File: src/rtl/video_timing_gen.sv
// Raster timing generator with pixel request lookahead and built-in test patterns.
// Outputs are registered from the h/v counters; rgb is a pure function of registered state.
module video_timing_gen #(
    parameter int H_SYNC   = 96,
    parameter int H_BACK   = 48,
    parameter int H_VALID  = 640,
    parameter int H_FRONT  = 16,
    parameter int V_SYNC   = 2,
    parameter int V_BACK   = 33,
    parameter int V_VALID  = 480,
    parameter int V_FRONT  = 10,
    parameter bit HS_POL   = 1'b1,
    parameter bit VS_POL   = 1'b1,
    parameter int REQ_LEAD = 1
) (
    input  logic        vga_clk,
    input  logic        sys_rst,
    input  logic [1:0]  mode,
    input  logic [15:0] pix_data,
    output logic        pix_req,
    output logic [11:0] pix_x,
    output logic [11:0] pix_y,
    output logic        hsync,
    output logic        vsync,
    output logic        de,
    output logic [15:0] rgb,
    output logic        frame_start
);

    localparam int H_TOTAL = H_SYNC + H_BACK + H_VALID + H_FRONT;
    localparam int V_TOTAL = V_SYNC + V_BACK + V_VALID + V_FRONT;

    localparam logic [11:0] H_LAST = 12'(H_TOTAL - 1);
    localparam logic [11:0] V_LAST = 12'(V_TOTAL - 1);

    // 13-bit bounds so a window ending exactly at 4096 still compares correctly
    localparam logic [12:0] HS_END = 13'(H_SYNC);
    localparam logic [12:0] VS_END = 13'(V_SYNC);
    localparam logic [12:0] HA_BEG = 13'(H_SYNC + H_BACK);
    localparam logic [12:0] HA_END = 13'(H_SYNC + H_BACK + H_VALID);
    localparam logic [12:0] HR_BEG = 13'(H_SYNC + H_BACK - REQ_LEAD);
    localparam logic [12:0] HR_END = 13'(H_SYNC + H_BACK - REQ_LEAD + H_VALID);
    localparam logic [12:0] VA_BEG = 13'(V_SYNC + V_BACK);
    localparam logic [12:0] VA_END = 13'(V_SYNC + V_BACK + V_VALID);

    localparam logic [11:0] HA_OFS = 12'(H_SYNC + H_BACK);
    localparam logic [11:0] HR_OFS = 12'(H_SYNC + H_BACK - REQ_LEAD);
    localparam logic [11:0] VA_OFS = 12'(V_SYNC + V_BACK);
    localparam logic [14:0] BAR_DIV = 15'(H_VALID);

    logic [11:0] h_cnt;
    logic [11:0] v_cnt;
    logic [1:0]  mode_q;
    logic [11:0] act_x;
    logic [4:0]  act_y;
    logic [15:0] pix_q;

    logic [12:0] hx;
    logic [12:0] vx;
    logic        h_end;
    logic        v_end;
    logic        at_origin;
    logic        de_n;
    logic        req_n;
    logic [14:0] bar_k;
    logic [15:0] bar_rgb;
    logic [15:0] grid_rgb;

    // Window decode on the current counter values
    always_comb begin
        hx        = {1'b0, h_cnt};
        vx        = {1'b0, v_cnt};
        h_end     = (h_cnt == H_LAST);
        v_end     = (v_cnt == V_LAST);
        at_origin = (h_cnt == 12'd0) && (v_cnt == 12'd0);
        de_n      = (hx >= HA_BEG) && (hx < HA_END) &&
                    (vx >= VA_BEG) && (vx < VA_END);
        req_n     = (hx >= HR_BEG) && (hx < HR_END) &&
                    (vx >= VA_BEG) && (vx < VA_END);
    end

    // Horizontal and vertical position counters
    always_ff @(posedge vga_clk) begin
        if (sys_rst) begin
            h_cnt <= 12'd0;
            v_cnt <= 12'd0;
        end else if (h_end) begin
            h_cnt <= 12'd0;
            v_cnt <= v_end ? 12'd0 : v_cnt + 12'd1;
        end else begin
            h_cnt <= h_cnt + 12'd1;
        end
    end

    // Registered timing outputs, one clock behind the counters
    always_ff @(posedge vga_clk) begin
        if (sys_rst) begin
            hsync       <= ~HS_POL;
            vsync       <= ~VS_POL;
            de          <= 1'b0;
            pix_req     <= 1'b0;
            pix_x       <= 12'hFFF;
            pix_y       <= 12'hFFF;
            frame_start <= 1'b0;
            act_x       <= 12'd0;
            act_y       <= 5'd0;
            pix_q       <= 16'h0000;
            mode_q      <= 2'b00;
        end else begin
            hsync       <= (hx < HS_END) ? HS_POL : ~HS_POL;
            vsync       <= (vx < VS_END) ? VS_POL : ~VS_POL;
            de          <= de_n;
            pix_req     <= req_n;
            pix_x       <= req_n ? h_cnt - HR_OFS : 12'hFFF;
            pix_y       <= req_n ? v_cnt - VA_OFS : 12'hFFF;
            frame_start <= at_origin;
            if (de_n) begin
                act_x <= h_cnt - HA_OFS;
                act_y <= 5'(v_cnt - VA_OFS);
                pix_q <= pix_data;
            end
            if (at_origin) begin
                mode_q <= mode;
            end
        end
    end

    // Colour bar index and palette lookup
    always_comb begin
        bar_k = {act_x, 3'b000} / BAR_DIV;
        case (bar_k)
            15'd0:   bar_rgb = 16'hFFFF;
            15'd1:   bar_rgb = 16'hFFE0;
            15'd2:   bar_rgb = 16'h07FF;
            15'd3:   bar_rgb = 16'h07E0;
            15'd4:   bar_rgb = 16'hF81F;
            15'd5:   bar_rgb = 16'hF800;
            15'd6:   bar_rgb = 16'h001F;
            default: bar_rgb = 16'h0000;
        endcase
        grid_rgb = ((act_x[4:0] == 5'd0) || (act_y == 5'd0)) ?
                   16'hFFFF : 16'h0000;
    end

    // Pixel source select, forced black outside the active window
    always_comb begin
        rgb = 16'h0000;
        if (de) begin
            unique case (mode_q)
                2'b00: rgb = pix_q;
                2'b01: rgb = bar_rgb;
                2'b10: rgb = grid_rgb;
                2'b11: rgb = 16'h0000;
            endcase
        end
    end

endmodule
File: config.mk
export PLATFORM = sky130hd
export DESIGN_NAME = video_timing_gen
export DESIGN_NICKNAME = d
export VERILOG_FILES = /design/src/rtl/video_timing_gen.sv
export SDC_FILE = /design/constraint.sdc
export NUM_CORES = 1
export LEC_CHECK = 0
export CORE_ASPECT_RATIO = 1.5
export CORE_MARGIN = 8
export CORE_UTILIZATION = 43
export DETAILED_ROUTE_END_ITERATION = 7
export GPL_TIMING_DRIVEN = 0
export PLACE_DENSITY = 0.7
export SYNTH_ARGS = -nofsm -noshare
export SYNTH_HDL_FRONTEND = slang
export SYNTH_SLANG_ARGS = --single-unit
File: constraint.sdc
create_clock -name vga_clk -period 2.75 [get_ports vga_clk]
set_input_delay 0.825 -clock vga_clk [delete_from_list [all_inputs] [get_ports vga_clk]]
set_output_delay 0.825 -clock vga_clk [all_outputs]
set_load 0.05 [all_outputs]
==> results.sh, run 1 <==
export IMPL_run_status="finished, violations left"
export IMPL_failed_checks="setup timing"
export IMPL_detail_route_antenna_nets=0
export IMPL_routed_wirelength_mm=12.1
export IMPL_fin_skew_ns=0.0100
export IMPL_max_clock_path_buffers=2
export IMPL_crit_required_ns=1.93
export IMPL_worst_ep_arrival_time_ns=2.43
export IMPL_post_route_worst_setup_slack_ns=-0.504
export IMPL_stdcell_area_sq_mm=0.00601
export IMPL_cts_tree="built"
export IMPL_ys_seq_elements=88
export IMPL_critical_path_max_fanout=10
export IMPL_power_ir_vdd_worst_mv=0.320
export IMPL_track_usage_pct=17.4
export IMPL_place_gp_congestion=0.873
export IMPL_drc_errors=0
export IMPL_drv_cap=0
export IMPL_delay_of_the_slowest_critical_path_stage_ns=0.55
export IMPL_final_min_period_over_clock_period_pct=118
export IMPL_critical_path_top_delay_family="simple AND/OR/NAND/NOR gates"
export IMPL_met2_length_mm=6.40
export IMPL_synth_seq_area_share_pct=39.9
export IMPL_critical_path_class="register to output pin"
export IMPL_share_of_cells_above_drive_strength_1_pct=20.5
export IMPL_leakagePower_nw=2.19
export IMPL_p_total_mw=2.82
export IMPL_worst_setup_path_start_kind="register"
export IMPL_critical_path_endpoint_type="output pin"
export IMPL_wire_length_on_met1_mm=4.80
export IMPL_syn_inst=535
export IMPL_final_cell_mix="sky130_fd_sc_hd__nand2_1 (84), sky130_fd_sc_hd__dfxtp_1 (81), sky130_fd_sc_hd__nor2_1 (49)"
export IMPL_hold_viol_final=0
export IMPL_finalSetupViolations=16
export IMPL_cp_cell_sequence="buf_6 -> or4b_4 -> a221oi_2 -> o221ai_2 -> nand2_4 -> o311ai_4 -> nor3b_4 -> buf_6"
export IMPL_floorplan_initialDensity_pct=43.8
export IMPL_synthArstFlopShare_pct=0
export IMPL_timing_hold_worst_class="register to register"
export IMPL_routed_top_layer="met4"
export IMPL_htree_levels=3
export IMPL_globalRouteOverflowTotal=0
export IMPL_mappedNetlistArea_sq_mm=0.00441
export IMPL_fmax_mhz=307
export IMPL_grt_antenna_before_repair=0
export IMPL_cpMostUsedCell="sky130_fd_sc_hd__buf_6"
export IMPL_critPathSlowestCell="sky130_fd_sc_hd__or4b_4"
export IMPL_synth_ff_type="sky130_fd_sc_hd__dfxtp_1"
export IMPL_worst_skew_pair_late_latency_ns=0.34
export IMPL_drv_slew=0
export IMPL_cts_reportedPaths_clkPinSlew_ns=0.07
export IMPL_syn_nets=562
export IMPL_buffers_on_ports=63
export IMPL_fillCellCount=888
export IMPL_layout_area_overhead_vs_synth_pct=36.2
export IMPL_ioPinCount=65
export IMPL_fp_row_count=45
export IMPL_clock_sinks=88
export IMPL_grt_pass1_wl_mm=19.4
export IMPL_first_iter_violations=203
export IMPL_synth_avg_cell_area_sq_um=8.25
export IMPL_synth_edf_count=0
export IMPL_cts_buffers=9
export IMPL_post_route_min_period_ns=3.25
export IMPL_cp_num_buf_inv=2
export IMPL_cts_root_buffer_cell="sky130_fd_sc_hd__clkbuf_16"
export IMPL_wl_per_cell_microns=16.3
export IMPL_drt_vias_per_instance=5.51
export IMPL_rsz0062_at_grt="true"
export IMPL_core_area_sq_mm=0.0101
export IMPL_dpl_cell_area_sq_mm=0.00546
export IMPL_dp_final_hpwl_mm=8.76
export IMPL_p_per_area_mw_per_mm2=469
export IMPL_n_antenna_cell=0
export IMPL_floorplan_die_area_sq_mm=0.0138
export IMPL_grt_max_degree=16
export IMPL_final_nets=645
export IMPL_route_vias_total=4077
export IMPL_synth_cell_type_count=69
export IMPL_wl_met3_microns=510
export IMPL_chipWidth_microns=98.7
export IMPL_die_h_microns=140
export IMPL_drtPass1Iterations=4
export IMPL_relSlewSlack_pct=65.1
export IMPL_number_of_global_route_vias_before_repair=3940
export IMPL_mostFrequentLayoutCell="sky130_fd_sc_hd__nand2_1"
export IMPL_synthesis_warning_total=0
export IMPL_worst_slew_pin_slew_ns=0.522
## state kept, by name, indices dropped and copies added, names as in the netlist
signal / count
pix_q: 16
act_x: 12
h_cnt: 12
pix_x: 12
pix_y: 12
v_cnt: 12
act_y: 5
mode_q: 2
de: 1
frame_start: 1
hsync: 1
pix_req: 1
vsync: 1
## kinds of logic after synthesis
| logic type | share of synthesized area (%) |
|---|---|
| multiplexers | 1.16 |
| XOR/XNOR | 6.15 |
| AO/OA/AOI/OAI | 17.9 |
| flip-flops | 39.9 |
| buffers and inverters | 6.01 |
| AND/OR/NAND/NOR | 26.9 |
| adder cells (fa/ha/maj) | 1.98 |
## what timing repair did
action,in CTS,in global routing
setup buffers,9,1
gates resized for setup,126,11
gates cloned,2,0
pin swaps,15,4
hold buffers,0,0
setup endpoints to repair,16,16
## power breakdown
group / internal, mW / switching (mW) / total (mW)
Clock: 0.802 / 0.508 / 1.31
Combinational: 0.0952 / 0.116 / 0.211
Sequential: 1.28 / 0.0154 / 1.30
Total: 2.18 / 0.639 / 2.82
## through the flow
step | hold slack, ns | worst slack, ns | instances | TNS (ns) | utilization (%)
after floorplan | 0.431 | -0.174 | 535 | -1.35 | -
after global placement | 0.439 | -0.917 | 715 | -12.98 | 54.1
after detailed placement | 0.444 | -0.976 | 715 | -13.62 | 54.1
after CTS | 0.453 | -0.491 | 739 | -6.81 | 59.0
after global routing | 0.472 | -0.611 | 740 | -8.84 | 59.6
final | 0.450 | -0.504 | 740 | -7.49 | 59.6
## synthesized netlist by cell type (all sizes together), types with 2 or more instances
| library cell | n | area, sq um |
|---|---|---|
| a211oi | 10 | 75.1 |
| a21oi | 42 | 210 |
| a221o | 2 | 20.0 |
| a221oi | 2 | 41.3 |
| a311oi | 2 | 17.5 |
| a31oi | 3 | 18.8 |
| and2 | 3 | 18.8 |
| and3 | 3 | 18.8 |
| and4 | 3 | 26.3 |
| buf | 25 | 144 |
| clkbuf | 18 | 68.8 |
| dfxtp | 88 | 1760 |
| ha | 7 | 87.6 |
| inv | 13 | 48.8 |
| mux2i | 4 | 40.0 |
| nand2 | 85 | 322 |
| nand2b | 13 | 81.3 |
| nand3 | 15 | 75.1 |
| nand4 | 8 | 50.1 |
| nor2 | 49 | 184 |
| nor2b | 8 | 52.6 |
| nor3 | 13 | 70.1 |
| nor3b | 6 | 45.0 |
| nor4 | 5 | 52.6 |
| nor4b | 2 | 17.5 |
| nor4bb | 5 | 50.1 |
| o21a | 6 | 45.0 |
| o21ai | 18 | 90.1 |
| o221ai | 4 | 41.3 |
| o311ai | 6 | 52.6 |
| o31ai | 3 | 22.5 |
| or2 | 4 | 25.0 |
| or3 | 6 | 37.5 |
| xnor2 | 19 | 166 |
| xor2 | 12 | 105 |
## path summary, 6_finish.rpt
| check | from | end | slack, ns | cells past startpoint |
|---|---|---|---|---|
| worst max-delay path | act_x[10] | rgb[2] | -0.50 | 8 |
| worst min-delay path | pix_q[1] | pix_q[1] | 0.45 | 2 |
| worst max register to register | v_cnt[1] | pix_x[6] | 0.15 | 8 |
| worst min register to register | pix_q[1] | pix_q[1] | 0.45 | 2 |
## worst reg2reg max path, cell delays in order, from the launching register on
cell	delay, ns
sky130_fd_sc_hd__dfxtp_1	0.48
sky130_fd_sc_hd__ha_1	0.43
sky130_fd_sc_hd__o41ai_4	0.13
sky130_fd_sc_hd__a21oi_1	0.24
sky130_fd_sc_hd__o221ai_1	0.19
sky130_fd_sc_hd__nor2_1	0.18
sky130_fd_sc_hd__o221a_2	0.33
sky130_fd_sc_hd__buf_2	0.29
sky130_fd_sc_hd__nand3_1	0.18
## layout make-up
| type | count | area (sq um) | share of cell area [%] |
|---|---|---|---|
| sequential | 88 | 1770 | 29.5 |
| buffer | 41 | 226 | 3.77 |
| multi-input combinational | 390 | 2730 | 45.4 |
| inverter | 14 | 53.8 | 0.895 |
| tap | 117 | 146 | 2.44 |
| timing repair buffer | 74 | 766 | 12.7 |
| clock buffer | 10 | 229 | 3.81 |
| clock inverter | 6 | 91.3 | 1.52 |
## metal layers
layer / up-vias / track usage [%]
met3: 28 / 3.32
met4: 0 / 9.10
met2: 98 / 31.8
li1: 2029 / -
met1: 1922 / 18.2
met5: - / 0
Note: power is estimated with default switching activity, not from simulation.
==> run 2: changes to the inputs <==
CAP_MARGIN = 20   (was default)
==> results of run 2 <==
Same layout as run 1: the final DEF is identical, and so are final timing and power.
==> run 3: changes to the inputs <==
PLACE_DENSITY = 0.66   (was 0.7)
==> run 3 against run 2 <==
The run still ends with setup timing left. Routed wire length fell by 2.2%. Cell area fell by 1.2%. Count of clock-buffer cells in the layout rose by 1. First-iteration DRC count fell by 22%. Register-to-register slack improved by 0.14 ns. Critical endpoint unchanged.
==> results.sh, run 3 (synthesis results as in run 1) <==
export IMPL_p_per_area_mw_per_mm2=462
export IMPL_fp_row_count=45
export IMPL_track_usage_pct=17.2
export IMPL_chipWidth_microns=98.7
export IMPL_detailedPlace_worstSlack_ns=-0.940
export IMPL_cts_buffers=9
export IMPL_critical_path_endpoint_type="output pin"
export IMPL_layout_area_overhead_vs_synth_pct=34.6
export IMPL_drv_cap=0
export IMPL_timing_hold_worst_class="register to register"
export IMPL_rsz0062_at_grt="true"
export IMPL_grt_max_degree=16
export IMPL_p_total_mw=2.74
export IMPL_critical_path_max_fanout=5
export IMPL_worst_setup_path_start_kind="register"
export IMPL_leakagePower_nw=2.15
export IMPL_finalSetupViolations=16
export IMPL_number_of_global_route_vias_before_repair=4018
export IMPL_fin_skew_ns=0.00858
export IMPL_cts_root_buffer_cell="sky130_fd_sc_hd__clkbuf_16"
export IMPL_drtPass1Iterations=4
export IMPL_cts_reportedPaths_clkPinSlew_ns=0.06
export IMPL_hold_viol_final=0
export IMPL_placedCellCount=715
export IMPL_relSlewSlack_pct=52.7
export IMPL_die_h_microns=140
export IMPL_routed_wirelength_mm=11.8
export IMPL_worst_slew_pin_slew_ns=0.707
export IMPL_worst_skew_pair_late_latency_ns=0.34
export IMPL_critical_path_class="register to output pin"
export IMPL_fillCellCount=924
export IMPL_first_iter_violations=158
export IMPL_setup_total_negative_slack_ns=-6.69
export IMPL_drv_slew=0
export IMPL_worst_ep_arrival_time_ns=2.42
export IMPL_floorplan_die_area_sq_mm=0.0138
export IMPL_detail_route_antenna_nets=0
export IMPL_layout_cells_non_filler=738
export IMPL_hold_worst_slack_ns=0.453
export IMPL_post_route_min_period_ns=3.25
export IMPL_post_route_worst_setup_slack_ns=-0.495
export IMPL_globalRouteOverflowTotal=0
export IMPL_final_min_period_over_clock_period_pct=118
export IMPL_buffers_on_ports=63
export IMPL_cts_hold_repair_buffers=0
export IMPL_dp_final_hpwl_mm=8.85
export IMPL_crit_required_ns=1.93
export IMPL_largest_register_ff_count=16
export IMPL_max_clock_path_buffers=2
export IMPL_route_vias_total=3976
export IMPL_final_nets=643
export IMPL_power_ir_vdd_worst_mv=0.329
export IMPL_fmax_mhz=308
export IMPL_cts_tree="built"
export IMPL_run_status="finished, violations left"
export IMPL_floorplan_initialDensity_pct=43.8
export IMPL_final_core_utilization_pct=58.9
export IMPL_drt_vias_per_instance=5.39
export IMPL_wl_per_cell_microns=16.0
export IMPL_clock_sinks=88
export IMPL_ioPinCount=65
export IMPL_n_antenna_cell=0
export IMPL_final_cell_mix="sky130_fd_sc_hd__nand2_1 (84), sky130_fd_sc_hd__dfxtp_1 (84), sky130_fd_sc_hd__nor2_1 (49)"
export IMPL_drc_errors=0
export IMPL_failed_checks="setup timing"
export IMPL_place_gp_congestion=0.887
export IMPL_grt_antenna_before_repair=0
export IMPL_grt_pass1_wl_mm=19.5
export IMPL_stdcell_area_sq_mm=0.00594
export IMPL_share_of_cells_above_drive_strength_1_pct=19.5
export IMPL_htree_levels=3
export IMPL_core_area_sq_mm=0.0101
export IMPL_dpl_cell_area_sq_mm=0.00546
export IMPL_regMostFlops="pix_q"
-- run 3: changes by cell type in the layout (fill, tap and decap cells not counted), sizes merged --
cell / before / now
buf: 52 / 45
bufinv: 2 / 1
clkbuf: 26 / 28
clkdlybuf4s15: 0 / 4
clkinv: 3 / 1
clkinvlp: 0 / 2
-- run 3: critical path, cell delays in order, from the launching register on --
cell                       delay [ns]
sky130_fd_sc_hd__dfxtp_2         0.34
sky130_fd_sc_hd__or2b_4          0.29
sky130_fd_sc_hd__xnor2_1         0.13
sky130_fd_sc_hd__a221o_1         0.35
sky130_fd_sc_hd__a211o_1         0.30
sky130_fd_sc_hd__a221oi_4        0.31
sky130_fd_sc_hd__buf_12          0.17
sky130_fd_sc_hd__nor3b_4         0.05
sky130_fd_sc_hd__buf_6           0.16
-- run 3: timing repair --
action                                  4_1_cts  5_1_grt
gates resized for setup                     107        9
endpoints found under the setup margin       16       16
pin swaps                                    18        4
cloned                                        0        0
setup buffers                                 9        0
-- run 3: worst paths after layout --
check | end | slack [ns] | cells past startpoint | start
hold / removal | pix_q[2] | 0.45 | 2 | pix_q[2]
setup / recovery | rgb[2] | -0.50 | 8 | act_x[10]
hold reg to reg | pix_q[2] | 0.45 | 2 | pix_q[2]
setup reg to reg | pix_x[7] | 0.29 | 8 | v_cnt[1]
-- run 3: per-layer routing --
metal  global-route usage (%)  routed length [microns]  part of all wire (%)  up-vias
met4                     6.01                      143                   1.2        0
met3                     3.08                      313                   2.7       14
li1                         -                        -                     -     2018
met1                     18.3                     4870                    41     1871
met5                        0                        0                     0        -
met2                     32.6                     6460                    55       73
-- run 3: final cells by class --
type	instances	area (sq um)	share of cell area [%]
Clock inverter	5	62.6	1.05
Timing Repair Buffer	71	756	12.7
Multi-Input combinational cell	390	2680	45.1
Buffer	42	235	3.96
Sequential cell	88	1770	29.7
Clock buffer	11	243	4.09
Inverter	14	53.8	0.906
Tap cell	117	146	2.46
-- run 3: where the power goes --
part	internal (mW)	switching, mW
sequential	1.28	0.0102
clock	0.735	0.501
combinational	0.0941	0.119
total	2.11	0.630
